===== src/rtl/mux_scan_serializer_pkg.sv =====
// Shared constants, state encoding and select-stepping helpers for the
// 16:1 mux scan serializer.
package mux_scan_serializer_pkg;

  localparam int WIDTH = 16;
  localparam int SEL_W = 4;

  typedef enum logic [1:0] {
    ST_IDLE  = 2'd0,
    ST_SHIFT = 2'd1,
    ST_DONE  = 2'd2
  } state_t;

  // Starting select for a frame: bit 15 for MSB-first, bit 0 for LSB-first.
  function automatic logic [SEL_W-1:0] first_sel(input logic msb);
    return msb ? 4'd15 : 4'd0;
  endfunction

  // Next select in scan order; callers never step past the final bit.
  function automatic logic [SEL_W-1:0] step_sel(input logic [SEL_W-1:0] cur,
                                                input logic             msb);
    return msb ? (cur - 4'd1) : (cur + 4'd1);
  endfunction

endpackage


===== src/rtl/mux_scan_serializer_mux.sv =====
// 16:1 bit-select mux: returns data[sel].
module mux_16x1
  import mux_scan_serializer_pkg::*;
(
  input  logic [WIDTH-1:0] data,
  input  logic [SEL_W-1:0] sel,
  output logic             y
);

  // Pure bit select of the held word.
  always_comb begin
    y = data[sel];
  end

endmodule


===== src/rtl/mux_scan_serializer.sv =====
// Serializes a captured 16-bit word through a 16:1 mux, one bit per
// BIT_CYCLES clocks, with per-bit strobe, last flag and end-of-frame pulse.
module mux_scan_serializer
  import mux_scan_serializer_pkg::*;
#(
  parameter int BIT_CYCLES = 1
) (
  input  logic             clk,
  input  logic             rst,
  input  logic             load_valid,
  input  logic [WIDTH-1:0] load_data,
  input  logic             load_msb,
  output logic             load_ready,
  input  logic             abort,
  output logic [SEL_W-1:0] sel,
  output logic             ser_out,
  output logic             ser_valid,
  output logic             ser_last,
  output logic             busy,
  output logic             done
);

  localparam int               DIV_W    = (BIT_CYCLES > 1) ? $clog2(BIT_CYCLES) : 1;
  localparam logic [DIV_W-1:0] DIV_LAST = DIV_W'(BIT_CYCLES - 1);

  state_t           state_r;
  logic [WIDTH-1:0] data_r;
  logic             msb_r;
  logic [SEL_W-1:0] sel_r;
  logic [3:0]       bit_cnt_r;
  logic [DIV_W-1:0] div_cnt_r;

  logic in_shift_s;
  logic bit_end_s;
  logic strobe_s;
  logic accept_s;
  logic mux_bit_s;

  mux_16x1 u_mux (
    .data (data_r),
    .sel  (sel_r),
    .y    (mux_bit_s)
  );

  // Strobe, last and done are qualified by abort in the same cycle so an
  // aborted frame never reports a completed bit or frame.
  always_comb begin
    in_shift_s = (state_r == ST_SHIFT);
    bit_end_s  = in_shift_s && (div_cnt_r == DIV_LAST);
    strobe_s   = bit_end_s && !abort;
    accept_s   = load_valid && load_ready;
    load_ready = (state_r == ST_IDLE) && !rst;
    sel        = sel_r;
    ser_out    = mux_bit_s && in_shift_s;
    ser_valid  = strobe_s;
    ser_last   = strobe_s && (bit_cnt_r == 4'd15);
    busy       = (state_r != ST_IDLE);
    done       = (state_r == ST_DONE) && !abort;
  end

  // Frame FSM with bit-period divider and select counter.
  always_ff @(posedge clk) begin
    if (rst) begin
      state_r   <= ST_IDLE;
      data_r    <= 16'h0000;
      msb_r     <= 1'b0;
      sel_r     <= 4'd0;
      bit_cnt_r <= 4'd0;
      div_cnt_r <= '0;
    end else begin
      case (state_r)
        ST_IDLE: begin
          if (accept_s) begin
            data_r    <= load_data;
            msb_r     <= load_msb;
            sel_r     <= first_sel(load_msb);
            bit_cnt_r <= 4'd0;
            div_cnt_r <= '0;
            state_r   <= ST_SHIFT;
          end else begin
            state_r   <= ST_IDLE;
          end
        end
        ST_SHIFT: begin
          if (abort) begin
            sel_r     <= 4'd0;
            bit_cnt_r <= 4'd0;
            div_cnt_r <= '0;
            state_r   <= ST_IDLE;
          end else if (bit_end_s) begin
            div_cnt_r <= '0;
            if (bit_cnt_r == 4'd15) begin
              // Hold sel on the final bit rather than wrapping.
              state_r <= ST_DONE;
            end else begin
              bit_cnt_r <= bit_cnt_r + 4'd1;
              sel_r     <= step_sel(sel_r, msb_r);
              state_r   <= ST_SHIFT;
            end
          end else begin
            div_cnt_r <= div_cnt_r + DIV_W'(1);
            state_r   <= ST_SHIFT;
          end
        end
        ST_DONE: begin
          sel_r     <= 4'd0;
          bit_cnt_r <= 4'd0;
          div_cnt_r <= '0;
          state_r   <= ST_IDLE;
        end
        default: begin
          sel_r     <= 4'd0;
          bit_cnt_r <= 4'd0;
          div_cnt_r <= '0;
          state_r   <= ST_IDLE;
        end
      endcase
    end
  end

endmodule


===== config.mk =====
export PLATFORM = sky130hd
export DESIGN_NAME = mux_scan_serializer
export DESIGN_NICKNAME = d
export VERILOG_FILES = /design/src/rtl/mux_scan_serializer_pkg.sv /design/src/rtl/mux_scan_serializer_mux.sv /design/src/rtl/mux_scan_serializer.sv
export SDC_FILE = /design/constraint.sdc
export NUM_CORES = 1
export LEC_CHECK = 0
export CAP_MARGIN = 5
export CELL_PAD_IN_SITES_DETAIL_PLACEMENT = 2
export CELL_PAD_IN_SITES_GLOBAL_PLACEMENT = 2
export CORE_MARGIN = 2
export CORE_UTILIZATION = 27
export CTS_CLUSTER_DIAMETER = 100
export CTS_CLUSTER_SIZE = 25
export DETAILED_ROUTE_END_ITERATION = 8
export PLACE_DENSITY_LB_ADDON = 0.12
export RECOVER_POWER = 100
export SLEW_MARGIN = 15
export SYNTH_ARGS = -nofsm -noshare
export SYNTH_HDL_FRONTEND = slang
export SYNTH_SLANG_ARGS = --single-unit

===== constraint.sdc =====
create_clock -name clk -period 1.45 [get_ports clk]
set_clock_uncertainty 0.05 [all_clocks]
set_input_delay 0.2175 -clock clk [delete_from_list [all_inputs] [get_ports clk]]
set_output_delay 0.2175 -clock clk [all_outputs]
set_load 0.01 [all_outputs]

==> results of run 1 <==
flip-flops by register name (all words and copies together), names as in the netlist:
register	cells
msb_r	1
bit_cnt_r	4
state_r	2
div_cnt_r	1
data_r	16
sel	4
layout make-up:
type	count	area [sq um]	area share
Tap cell	70	87.6	0.0352
Multi-Input combinational cell	116	1090	0.439
Inverter	1	3.75	0.00151
Timing Repair Buffer	73	678	0.272
Sequential cell	28	573	0.230
Clock buffer	4	55.1	0.0221
worst min path at each step:
stage / from / endpoint / slack, ns / cells after the start
global placement: data_r[12] / data_r[12] / 0.41 / 2
global route: load_data[12] / data_r[12] / 0.44 / 3
finish: load_data[4] / data_r[4] / 0.43 / 3
CTS: load_data[4] / data_r[4] / 0.42 / 3
detailed placement: data_r[13] / data_r[13] / 0.42 / 2
floorplan: load_data[0] / data_r[0] / 0.28 / 2
power breakdown:
part | switching [uW] | internal [uW]
registers | 42.5 | 821
clock network | 275 | 244
logic | 244 | 289
total | 562 | 1350
timing repair:
action | in CTS | in global routing
resized for setup | 64 | 79
gates cloned | 4 | 0
endpoints found under the setup margin | 36 | 33
setup buffers | 7 | 9
pin swaps | 10 | 30
cells by family (layout without fill, tap and decap cells):
family	count (synthesis)	after routing	share of synthesized area
buffers and inverters	10	78	0.0329
adder cells (fa/ha/maj)	4	4	0.0409
AND/OR/NAND/NOR	66	66	0.267
AO/OA/AOI/OAI	33	34	0.133
flip-flops	28	28	0.398
XOR/XNOR	4	4	0.0249
multiplexers	8	8	0.103
metrics by stage:
step,std cells,area [sq um],utilization,hold slack [ns]
after global placement,272,2000,0.394,0.412
after CTS,287,2290,0.451,0.420
final,292,2490,0.491,0.430
after floorplan,153,1450,-,0.276
after detailed placement,272,2000,0.394,0.418
after global routing,292,2490,0.491,0.437
cells in the final DEF (no fill, tap or decap), drive strengths merged, types with 4 or more instances in the layout:
cell / netlist / routed
dfxtp: 28 / 28
nor2: 6 / 6
nand2: 20 / 20
dlygate4sd2: 0 / 4
clkbuf: 4 / 6
nand2b: 17 / 17
a21oi: 6 / 6
mux4: 4 / 4
mux2i: 4 / 4
buf: 5 / 48
o21ai: 23 / 23
clkdlybuf4s50: 0 / 19
layer usage:
metal | vias to the layer above | wire length, um | share of wire
met5 | - | 0 | 0
met4 | 0 | 64 | 0.011
met3 | 6 | 90 | 0.016
met2 | 21 | 3280 | 0.58
met1 | 726 | 2210 | 0.39
li1 | 676 | - | -
worst max-delay path: cells and delay by family, from the launching register on:
kind,cells,cell delay (ns)
muxes,2,0.45
buffers and inverters,1,0.15
DFF,1,0.37
AOI/OAI and AO/OA,1,0.08
and+or+nand+nor,1,0.53
==> metrics, run 1 <==
status=finished with violations; failing checks=negative setup slack; Final Power=between 1500 and 2000 uW; Reg-to-Reg End=sel[3]; PD cells=769 mW/mm^2; crit path launch=sel[2]; critical path fanouts, max=3; Worst EP arrival=between 1.5 and 2 ns; reg2reg path depth=7; CTS Buf Count=3; Cell variety after synth=34; Mapped Nets=178; # fillers=between 500 and 600; max_cap viols=0; # H-tree levels=1; CTS tree=built; Die Y=around 76 um; CTS max path bufs=2; Main synth FF type=dfxtp_1; Startpoint Class=register; min cycle time layout=between 2 and 2.5 ns; Post-DP HPWL=~3200 um; VDD IR-drop max=approximately 0.50 mV; share of post-route cells with drive strength above 1=0.523; Boundary Pins=31; largest net degree at the start of global routing=17; met1 Track Usage GR=0.203; pins over their slew limit=0; Post-Place Worst Slack=-0.650 ns; layout net count=between 200 and 250; critical path type=reg -> out; syn_area_per_cell=slightly above 9 sq um; DIE AREA=about 0.0058 sq mm; first-pass GRT wire length=just over 8000 um; worst path cell trace=mux4_2 > mux2i_2 > or4b_4 > o21ai_2 > buf_2; Crit. End Element=output port; drt drc=0; hold buffer count at cts=0; Routability Congestion=between 0.7 and 0.8; Setup-failing EPs final=26; worst setup path end=ser_out; Fmax=approximately 0.47 GHz; GR met2 Demand/Resource=0.344; synthesized flop and latch total=28; commonest cells in the netlist=28 x dfxtp_1, 20 x nand2_1, 19 x o21ai_0, 17 x nand2b_1; Final Hold Fails=0; clk_lat worst skew=~0.29 ns; Syn Std Cell Area=between 0.001 and 0.0015 sq mm; final setup TNS=-3.34 ns; RSZ-0062 raised after global routing=yes; Area growth syn-to-layout=77.0%; post-route setup slack=-0.680 ns; GRT busiest layer=met2; Tightest Hold Check Type=in -> reg; Post-synth ARST share=0; Root Buffer=clkbuf_8; Initial Utilization=0.277; final worst-path cycle share=1.47; top post-synthesis cells by area=dfxtp_1 40%, nand2b_1 7.6%, mux4_1 7.5%; initial antenna violation count=0; slew at the pin closest to its max-slew limit=0.378 ns; number of global-route vias before repair=roughly 1.5k; most frequent cell after synthesis=dfxtp_1; WL/cell=between 15 and 20 um; met3 Use GR=0.0249; worst rel slew slack=0.747; DR pass1 iterations=4; via count=~1.4k; clock sinks=28; Synth Warn #=0; Yosys top cell by area=dfxtp_1; row cnt=26; total congestion overflow=0; Reg2Reg Setup Slack=-0.21 ns; Vias/cell=~4.9; Antenna Diode Count=0; Mapped Cells=about 150; final WL=approximately 5600 um; Worst path max stage delay=0.53 ns; Post-DRT Antenna Nets=0; Leak=between 0.001 and 0.0015 uW; Iteration-0 DRC Markers=20; die width=about 76 um; Core Area=between 0.005 and 0.006 sq mm; Buffers on Ports=30; total track usage=0.177; Critical-path top delay cell=or4b_4; Seq/Total Area, Yosys=0.398; clock-pin slew on the worst setup and hold paths=between 0.1 and 0.15 ns; Critical Path RT=roughly 1.2 ns; r2r startpoint=sel[1]; Yosys top cell area share=0.398; EDFF count, synth=0
(Power assumes the default switching activity.)
==> run 2, diff against run 1 <==
--- a/config.mk
+++ b/config.mk
@@ -8,6 +8,7 @@
 export CAP_MARGIN = 5
 export CELL_PAD_IN_SITES_DETAIL_PLACEMENT = 2
 export CELL_PAD_IN_SITES_GLOBAL_PLACEMENT = 2
+export CORE_ASPECT_RATIO = 0.75
 export CORE_MARGIN = 2
 export CORE_UTILIZATION = 27
 export CTS_CLUSTER_DIAMETER = 100
@@ -15,7 +16,7 @@
 export DETAILED_ROUTE_END_ITERATION = 8
 export PLACE_DENSITY_LB_ADDON = 0.12
 export RECOVER_POWER = 100
-export SLEW_MARGIN = 15
+export SLEW_MARGIN = 10
 export SYNTH_ARGS = -nofsm -noshare
 export SYNTH_HDL_FRONTEND = slang
 export SYNTH_SLANG_ARGS = --single-unit
==> run 2 against run 1 <==
  * The run still ends with negative setup slack left
  * First-iteration DRC count is 95% higher
  * Routed wire length increased by 20%
  * Sequential share of layout area shrank 0.58 points
  * Final cell count decreased by 2.4%
  * Critical path type unchanged
  * Critical endpoint is now ser_valid
  * Largest power group unchanged
==> metrics, run 2 (synthesis results as in run 1) <==
status=finished with violations; failing checks=negative setup slack; Critical-path top delay cell=clkdlybuf4s50_1; WL/cell=23.8 um (+23%); sequential cell area=572 sq um (-0.22%); Area growth syn-to-layout=81.2%; VDD IR-drop max=0.375 mV (-26%); Vias/cell=5.16 (+5.4%); CTS tree=built; via count=1470 (+2.9%); Leak=0.00113 uW (+7.1%); Post-DRT Antenna Nets=0 (unchanged); total congestion overflow=0 (unchanged); area of the multi-input gates=0.00109 sq mm (-0.46%); slew at the pin closest to its max-slew limit=0.432 ns (+0.0538 ns); max_cap viols=0 (unchanged); clock sinks=28 (unchanged); worst path cell trace=or3b_1 > nor2_1 > clkdlybuf4s50_1; first-pass GRT wire length=9480 um (+17%); layout net count=251 (+1.2%); # H-tree levels=1 (unchanged); clock share of power=0.297 (+0.026); Seq pwr share=0.421 (-0.030); hold_ws=0.416 ns (-0.0136 ns); DR pass1 iterations=4 (unchanged); Final Hold Fails=0 (unchanged); Worst path max stage delay=0.57 ns (+0.04 ns); Pint=1440 uW (+6.0%); DIE AREA=0.00581 sq mm (+0.10%); pins over their slew limit=0 (unchanged); total track usage=0.224 (+0.0471); Tightest Hold Check Type=in -> reg; PD cells=809 mW/mm^2 (+5.1%); Fmax=0.458 GHz (-2.4%); final WL=6770 um (+20%); Crit. End Element=output port; RSZ-0062 raised after global routing=yes; CTS max path bufs=2 (unchanged); Post-DP HPWL=3510 um (+11%); Setup-failing EPs final=33 (+27%); die width=87.4 um (+15%); post-route setup slack=-0.732 ns (-0.0518 ns); Routability Congestion=0.730 (-5.0%); # fillers=507 (-7.0%); initial antenna violation count=0 (unchanged); clock-pin slew on the worst setup and hold paths=0.12 ns (about the same); largest net degree at the start of global routing=17 (unchanged); worst rel slew slack=0.711 (-0.0368); Iteration-0 DRC Markers=39 (+95%); min cycle time layout=2.18 ns (+0.0518 ns); max reg flops=16 (unchanged); Worst EP arrival=1.91 ns (+0.05 ns); Net Sw Frac=0.304 (+0.0108); share of post-route cells with drive strength above 1=0.498 (-0.0247); drt drc=0 (unchanged); final setup TNS=-7.27 ns (-3.93 ns); Initial Utilization=0.284 (+0.00672); Boundary Pins=31 (unchanged); Antenna Diode Count=0 (unchanged); critical path fanouts, max=4 (+1); number of global-route vias before repair=1578 (+2.1%); net switching power=627 uW (+12%); clk_lat worst skew=0.30 ns (about the same); critical path type=reg -> out; Biggest register=data_r; cell family with most CP delay=simple AND/OR/NAND/NOR gates; Root Buffer=clkbuf_8; Buffers on Ports=30 (unchanged); Startpoint Class=register; Comb power frac=0.282 (+0.004); Critical Path RT=1.18 ns (about the same); Die Y=66.5 um (-13%); Core Area=0.00495 sq mm (-2.4%); final worst-path cycle share=1.50 (+0.0357); commonest non-fill, non-tap cell in the layout=buf_4; CTS Buf Count=3 (unchanged); row cnt=22 (-15%); hold buffer count at cts=0 (unchanged); commonest non-fill, non-tap cells in the layout=30 x buf_4, 23 x dfxtp_1, 20 x clkdlybuf4s50_1; buffers and inverters on the worst path=1 (unchanged)
## run 2: worst min-delay path, delay by kind of cell
family	cells	cell delay, ns
buffers and inverters	1	0.41
AND/OR/NAND/NOR	1	0.06
AO/OA/AOI/OAI	1	0.05
## run 2: worst paths after layout
check | start | endpoint | slack (ns) | depth (start not counted)
hold / removal | load_data[7] | data_r[7] | 0.42 | 3
setup reg to reg | state_r[0] | bit_cnt_r[2] | -0.36 | 6
hold reg to reg | data_r[13] | data_r[13] | 0.46 | 2
setup / recovery | state_r[0] | ser_valid | -0.73 | 3
## run 2: what timing repair did
item                                   CTS  global route
endpoints found under the hold margin    0             0
setup endpoints to repair               36            33
pin swaps                                8            23
buffers inserted                        12             7
resized for setup                       73            62
cloned                                   4             1
## run 2: power by group through the flow
| stage | sequential (uW) | clock [uW] | combinational, uW |
|---|---|---|---|
| final | 868 | 613 | 581 |
| after global routing | 875 | 641 | 622 |
| after CTS | 862 | 589 | 493 |
| after detailed placement | 875 | 0 | 391 |
| after global placement | 872 | 0 | 373 |
| after floorplan | 872 | 0 | 179 |
## run 2: through the flow
stage / std cells / worst slack [ns] / instance area [sq um] / utilization / power, uW
after global placement: 264 / -0.641 / 2000 / 0.404 / 1240
final: 285 / -0.732 / 2550 / 0.515 / 2060
after floorplan: 153 / -0.131 / 1450 / - / 1050
after detailed placement: 264 / -0.687 / 2000 / 0.404 / 1270
after global routing: 285 / -0.796 / 2550 / 0.515 / 2140
after CTS: 282 / -0.609 / 2370 / 0.478 / 1940
## run 2: layer usage
layer / GRT usage / share of wire / vias up
li1: - / - / 681
met1: 0.292 / 0.43 / 746
met2: 0.393 / 0.52 / 28
met3: 0.0285 / 0.023 / 15
met4: 0.0519 / 0.032 / 0
met5: 0 / 0 / -
## run 2: layout make-up
type                       count  area share
multi-input combinational    116       0.427
timing repair buffer          76       0.292
sequential                    28       0.224
tap                           60      0.0294
clock buffer                   4      0.0260
inverter                       1     0.00147
